`src/rtl/mips_multicycle_control.sv`:
```
// Multi-cycle MIPS control FSM: sequences the shared memory, ALU and IR over several
// cycles per instruction, with fixed-latency or handshake memory timing.
//
// state    | meaning
// ---------+----------------------------------------------------------
// FETCH    | read instruction at PC, PC+4; IR and PC load on mem_done
// DECODE   | branch target PC+(imm<<2) into ALUOut, dispatch on opcode
// MEMADR   | A + sign-ext imm -> ALUOut (lw/sw address)
// MEMRD    | read data at ALUOut into MDR
// MEMWB    | MDR -> rt
// MEMWR    | write B at ALUOut, held until mem_done
// RTYPE_EX | A funct B -> ALUOut
// ALU_WB   | ALUOut -> rd
// BRANCH   | A - B, PC <= ALUOut on zero (beq) / non-zero (bne)
// JUMP     | PC <= jump target
// IMM_EX   | A op sign-ext imm -> ALUOut
// JAL      | PC <= jump target, r31 <= PC (already PC+4)
// JR       | PC <= A
// ILLEGAL  | trap, held until reset
// IMM_WB   | ALUOut -> rt
module mips_multicycle_control #(
    parameter bit          USE_READY   = 1'b0,
    parameter int unsigned MEM_LATENCY = 1
) (
    input  logic       CLK,
    input  logic       RESET,
    input  logic [5:0] opcode,
    input  logic [5:0] funct,
    input  logic       Mem_ready,
    output logic       PCWrite,
    output logic       PCWriteCond,
    output logic       PCWriteCondNe,
    output logic       IorD,
    output logic       MemRead,
    output logic       MemWrite,
    output logic       IRWrite,
    output logic [1:0] RegDst,
    output logic [1:0] MemtoReg,
    output logic [1:0] PCSource,
    output logic [2:0] ALUOp,
    output logic       ALUSrcA,
    output logic [1:0] ALUSrcB,
    output logic       RegWrite,
    output logic       Illegal,
    output logic [3:0] State
);

    typedef enum logic [3:0] {
        S_FETCH    = 4'd0,
        S_DECODE   = 4'd1,
        S_MEMADR   = 4'd2,
        S_MEMRD    = 4'd3,
        S_MEMWB    = 4'd4,
        S_MEMWR    = 4'd5,
        S_RTYPE_EX = 4'd6,
        S_ALU_WB   = 4'd7,
        S_BRANCH   = 4'd8,
        S_JUMP     = 4'd9,
        S_IMM_EX   = 4'd10,
        S_JAL      = 4'd11,
        S_JR       = 4'd12,
        S_ILLEGAL  = 4'd13,
        S_IMM_WB   = 4'd14,
        S_UNUSED   = 4'd15
    } state_t;

    localparam logic [3:0] CNT_LAST = 4'(MEM_LATENCY - 1);

    state_t     state, state_next;
    logic [3:0] cnt;
    logic       mem_done;
    logic       is_mem;

    assign is_mem   = (state == S_FETCH) || (state == S_MEMRD) || (state == S_MEMWR);
    assign mem_done = USE_READY ? Mem_ready : (cnt == CNT_LAST);

    always_ff @(posedge CLK or negedge RESET) begin
        if (!RESET) begin
            state <= S_FETCH;
            cnt   <= 4'd0;
        end else begin
            state <= state_next;
            // the counter restarts on every state change, so each memory state sees 0 on entry
            if (state_next != state)
                cnt <= 4'd0;
            else if (!USE_READY && is_mem && !mem_done)
                cnt <= cnt + 4'd1;
        end
    end

    always_comb begin
        state_next    = state;
        PCWrite       = 1'b0;
        PCWriteCond   = 1'b0;
        PCWriteCondNe = 1'b0;
        IorD          = 1'b0;
        MemRead       = 1'b0;
        MemWrite      = 1'b0;
        IRWrite       = 1'b0;
        RegDst        = 2'b00;
        MemtoReg      = 2'b00;
        PCSource      = 2'b00;
        ALUOp         = 3'b000;
        ALUSrcA       = 1'b0;
        ALUSrcB       = 2'b00;
        RegWrite      = 1'b0;
        Illegal       = 1'b0;

        case (state)
            S_FETCH: begin
                MemRead = 1'b1;
                ALUSrcB = 2'b01;
                if (mem_done) begin
                    IRWrite    = 1'b1;
                    PCWrite    = 1'b1;
                    state_next = S_DECODE;
                end
            end
            S_DECODE: begin
                ALUSrcB = 2'b11;
                case (opcode)
                    6'h00:                      state_next = (funct == 6'h08) ? S_JR : S_RTYPE_EX;
                    6'h23, 6'h2B:               state_next = S_MEMADR;
                    6'h04, 6'h05:               state_next = S_BRANCH;
                    6'h08, 6'h0C, 6'h0D, 6'h0A: state_next = S_IMM_EX;
                    6'h02:                      state_next = S_JUMP;
                    6'h03:                      state_next = S_JAL;
                    default:                    state_next = S_ILLEGAL;
                endcase
            end
            S_MEMADR: begin
                ALUSrcA    = 1'b1;
                ALUSrcB    = 2'b10;
                state_next = (opcode == 6'h23) ? S_MEMRD : S_MEMWR;
            end
            S_MEMRD: begin
                MemRead = 1'b1;
                IorD    = 1'b1;
                if (mem_done)
                    state_next = S_MEMWB;
            end
            S_MEMWB: begin
                MemtoReg   = 2'b01;
                RegWrite   = 1'b1;
                state_next = S_FETCH;
            end
            S_MEMWR: begin
                MemWrite = 1'b1;
                IorD     = 1'b1;
                if (mem_done)
                    state_next = S_FETCH;
            end
            S_RTYPE_EX: begin
                ALUSrcA    = 1'b1;
                ALUOp      = 3'b010;
                state_next = S_ALU_WB;
            end
            S_ALU_WB: begin
                RegDst     = 2'b01;
                RegWrite   = 1'b1;
                state_next = S_FETCH;
            end
            S_BRANCH: begin
                ALUSrcA       = 1'b1;
                ALUOp         = 3'b001;
                PCSource      = 2'b01;
                PCWriteCond   = (opcode == 6'h04);
                PCWriteCondNe = (opcode == 6'h05);
                state_next    = S_FETCH;
            end
            S_JUMP: begin
                PCSource   = 2'b10;
                PCWrite    = 1'b1;
                state_next = S_FETCH;
            end
            S_IMM_EX: begin
                ALUSrcA = 1'b1;
                ALUSrcB = 2'b10;
                case (opcode)
                    6'h0C:   ALUOp = 3'b011;
                    6'h0D:   ALUOp = 3'b100;
                    6'h0A:   ALUOp = 3'b101;
                    default: ALUOp = 3'b000;
                endcase
                state_next = S_IMM_WB;
            end
            S_IMM_WB: begin
                RegWrite   = 1'b1;
                state_next = S_FETCH;
            end
            S_JAL: begin
                PCSource   = 2'b10;
                PCWrite    = 1'b1;
                RegDst     = 2'b10;
                MemtoReg   = 2'b10;
                RegWrite   = 1'b1;
                state_next = S_FETCH;
            end
            S_JR: begin
                PCSource   = 2'b11;
                PCWrite    = 1'b1;
                state_next = S_FETCH;
            end
            S_ILLEGAL: begin
                Illegal    = 1'b1;
                state_next = S_ILLEGAL;
            end
            default: state_next = S_ILLEGAL;
        endcase
    end

    assign State = state;

endmodule

```
`config.mk`:
```
export PLATFORM = sky130hd
export DESIGN_NAME = mips_multicycle_control
export DESIGN_NICKNAME = d
export VERILOG_FILES = /design/src/rtl/mips_multicycle_control.sv
export SDC_FILE = /design/constraint.sdc
export NUM_CORES = 1
export LEC_CHECK = 0
export BUFFER_PORTS_ARGS = -buffer_cell sky130_fd_sc_hd__buf_2
export CORE_MARGIN = 5
export CORE_UTILIZATION = 45
export CTS_CLUSTER_DIAMETER = 40
export DETAILED_ROUTE_END_ITERATION = 6
export PLACE_DENSITY_LB_ADDON = 0.3
export SYNTH_ARGS = -nofsm -noshare
export SYNTH_HDL_FRONTEND = slang
export SYNTH_SLANG_ARGS = --single-unit
```
`constraint.sdc`:
```
create_clock -name CLK -period 2 [get_ports CLK]
set_clock_uncertainty 0.2 [all_clocks]
set_input_delay 0.1 -clock CLK [delete_from_list [all_inputs] [get_ports CLK]]
set_output_delay 0.1 -clock CLK [all_outputs]
set_load 0.005 [all_outputs]
```
==> metrics.md <==
| Metric | Value |
|---|---|
| Setup TNS | `0 ns` |
| Static power due to leakage | `0.7416 nW` |
| Synthesized flop and latch total | `8` |
| Standard cell area after detailed placement | `0.001404 sq mm` |
| HPWL after DPL | `2.543 mm` |
| CP cell instances | `nand2b_1, a2111oi_1, a311oi_2, o311ai_4, nor3_1` |
| Startpoint Class | `register` |
| Clock latency at the later pin of the worst-skew pair | `0.26 ns` |
| Setup ws final | `0.006137 ns` |
| Buffer cell driving the clock tree root | `clkbuf_4` |
| Cell Pwr Density | `1068 mW/mm^2` |
| Routability congestion estimate from global placement | `0.8485` |
| Final cell utilization of the core | `0.6528` |
| Number of antenna repair diodes | `0` |
| Number of detailed-routing iterations run before antenna repair | `4` |
| Slowest cell on the critical path | `a2111oi_1` |
| Number of standard cells after synthesis | `153` |
| Count of flip-flops with a built-in enable after synthesis | `0` |
| Worst-case headroom to the max-slew limit | `0.5198` |
| Least-Margin Pin Slew | `0.7186 ns` |
| Vias per cell | `5.771` |
| Worst-path clk slew | `0.05 ns` |
| Data required time of the worst path | `1.93 ns` |
| Combinational family with the most area after synthesis | `simple AND/OR/NAND/NOR gates` |
| Number of max-capacitance violations reported | `0` |
| Clock tree buffer depth | `2` |
| Layout cell share with drive strength beyond 1 | `0.4320` |
| Total Die Area | `0.003583 sq mm` |
| Main flop type after synthesis | `dfrtp_1` |
| Cell area after layout | `0.001588 sq mm` |
| Vertical die dimension | `59.86 um` |
| Period minus WS final | `1.994 ns` |
| Type of element capturing the critical path | `register` |
| RSZ-0062 raised after global routing | `true` |
| Area inside the core boundary | `0.002432 sq mm` |
| Grt ovf | `0` |
| Cell type contributing the most total cell area after synthesis | `dfrtp_1` |
| Peak per-stage delay on the critical path | `0.60 ns` |
| Mux contribution to synthesized area | `0.01790` |
| Share of synthesized area occupied by flip-flops and latches | `0.1790` |
| Initial standard-cell utilization of the core | `0.4599` |
| Global-route usage over all layers | `0.1884` |
| Nets@finish | `225` |
| Wire length per cell after detailed routing | `14.50 um` |
| Max-slew violation count | `0` |
| DRC marker count from the first detailed-route iteration | `94` |
| Total DRC errors in the routed layout | `0` |
| Netlist area before placement | `0.001119 sq mm` |
| Total nets after synthesis | `170` |
| Port bufs | `38` |
| Ranking of synthesized cells by instance count | `24 x nor2_1, 12 x nand2_1, 8 x a21oi_1, 8 x dfrtp_1` |
| Most frequent cell after synthesis | `nor2_1` |
| Vias post-DR | `1362` |
| Area share of the largest cell type after synthesis | `0.1790` |
| CTS Sinks | `8` |
| Worst setup path class | `reg2reg` |
| Synth async-reset ratio | `1.000` |
| Post-synthesis simple-gate area fraction | `0.3826` |
| Worst-path fanout max | `5` |
| Count of pins on the block boundary | `40` |
| H-tree Lvls | `1` |
| Count of synthesis-stage warnings from yosys | `0` |
| Final antenna-violating net count | `0` |
| Total Power | `1.696 mW` |
| Vias in the first global route | `1208` |
| Post-route clock period utilization | `0.9969` |
| Largest net degree at the start of global routing | `16` |
| Wire length reported by the detailed router | `3.421 mm` |
| Mean post-synth cell area | `7.311 sq um` |
| Synthesized-area fraction occupied by adder cells | `0.02237` |
| XOR/XNOR share of the synthesized area | `0.04698` |
| FMAX | `501.5 MHz` |
| Area fraction in compound gates after synthesis | `0.2685` |
| Fill cell count | `212` |
| Worst-case vdd ir drop | `0.0008564 V` |
| CTS tree | `done` |
| Antenna violations before repair | `0` |
| Class of the most critical hold timing path | `in2async` |
| Outcome | `completed` |
| Cell types occupying the most area after synthesis | `dfrtp_1 18%, nor2_1 8.1%, buf_4 4.0%` |
| Die X-Extent | `59.86 um` |
| Number of core rows | `18` |
| Clock buffers created by TritonCTS | `3` |
| Final setup violation count | `0` |
| Global-route wire length before repair | `5.319 mm` |
| Endpoint arrival time on the critical path | `1.92 ns` |
| Pre-CTS setup slack | `-0.09162 ns` |
| Area added between synthesis and finish | `41.95%` |
| Yosys cell types | `54` |
| Worst r2r path cells | `5` |
| Count of endpoints failing hold in the final timing report | `0` |
layout make-up:
class | instances | area [sq um] | area share
inverters | 6 | 22.52 | 0.01418
repair buffers | 62 | 390.4 | 0.2459
flip-flops and latches | 8 | 203.9 | 0.1284
multi-input cells | 127 | 910.9 | 0.5737
well taps | 30 | 37.54 | 0.02364
clock buffers | 3 | 22.52 | 0.01418
where the power goes:
part	internal [mW]	switching (mW)	leakage (nW)
Clock	0.0688	0.0571	0.0138
Combinational	0.647	0.664	0.625
Sequential	0.198	0.0609	0.103
per-layer routing:
metal	share of wire	GRT usage	vias to the layer above
met1	0.41	0.2454	637
met3	0.067	0.02592	6
li1	-	-	670
met5	0	0	-
met2	0.51	0.3333	49
met4	0.012	0.02848	0
cells by family (layout without fill, tap and decap cells):
logic type | Yosys count | in the layout
mux | 2 | 2
xor+xnor | 6 | 6
compound gates | 39 | 39
flops | 8 | 8
buf+inv | 18 | 71
simple gates | 78 | 78
fa+ha+maj | 2 | 2
registers in the layout, indices dropped and copies added (netlist names):
register  flops
State         4
cnt           4
cell usage in the layout (no fill, tap or decap), types with 3 or more instances in the layout:
| master | synthesis | final |
|---|---|---|
| nor2_1 | 24 | 22 |
| nand2_1 | 12 | 12 |
| buf_6 | 0 | 4 |
| inv_1 | 6 | 4 |
| buf_2 | 2 | 37 |
| nand2b_1 | 7 | 7 |
| nor3_1 | 7 | 7 |
| o21ai_0 | 4 | 4 |
| nor2b_1 | 6 | 4 |
| dfrtp_2 | 0 | 3 |
| buf_4 | 6 | 20 |
| dfrtp_1 | 8 | 5 |
| xnor2_1 | 5 | 5 |
| clkbuf_4 | 0 | 3 |
| a21oi_1 | 8 | 8 |
| nor3b_1 | 3 | 3 |
per-stage QoR:
| step | std cells | hold slack (ns) |
|---|---|---|
| 2_1_floorplan | 153 | -0.3956 |
| 3_3_place_gp | 226 | -0.2458 |
| 3_5_place_dp | 226 | -0.2455 |
| 4_1_cts | 233 | 0.02024 |
| 5_1_grt | 236 | 0.04259 |
| 6_report | 236 | 0.01634 |
final timing paths:
check	startpoint	to	slack [ns]
setup / recovery	State[0]$_DFF_PN0_	cnt[0]$_DFFE_PN0P_	0.006
hold reg to reg	cnt[3]$_DFFE_PN0P_	cnt[3]$_DFFE_PN0P_	0.47
min in group CLK	opcode[4]	State[0]$_DFF_PN0_	0.24
hold / removal	RESET	State[3]$_DFF_PN0_	0.02
max in group asynchronous	RESET	State[1]$_DFF_PN0_	1.39
setup reg to reg	State[0]$_DFF_PN0_	cnt[0]$_DFFE_PN0P_	0.006
repair_timing:
action / CTS / global route
hold buffers: 1 / 0
pin swaps: 0 / 6
gates resized for setup: 8 / 21
buffers inserted: 3 / 3
endpoints found under the setup margin: 9 / 9
hold endpoints to repair: 8 / 0
critical path: cells and delay by family, from the launching register on:
| family | cells | cell delay, ns |
|---|---|---|
| and+or+nand+nor | 2 | 0.32 |
| AOI/OAI and AO/OA | 3 | 0.90 |
| DFF | 1 | 0.44 |
Note: power is estimated with default switching activity, not from simulation.
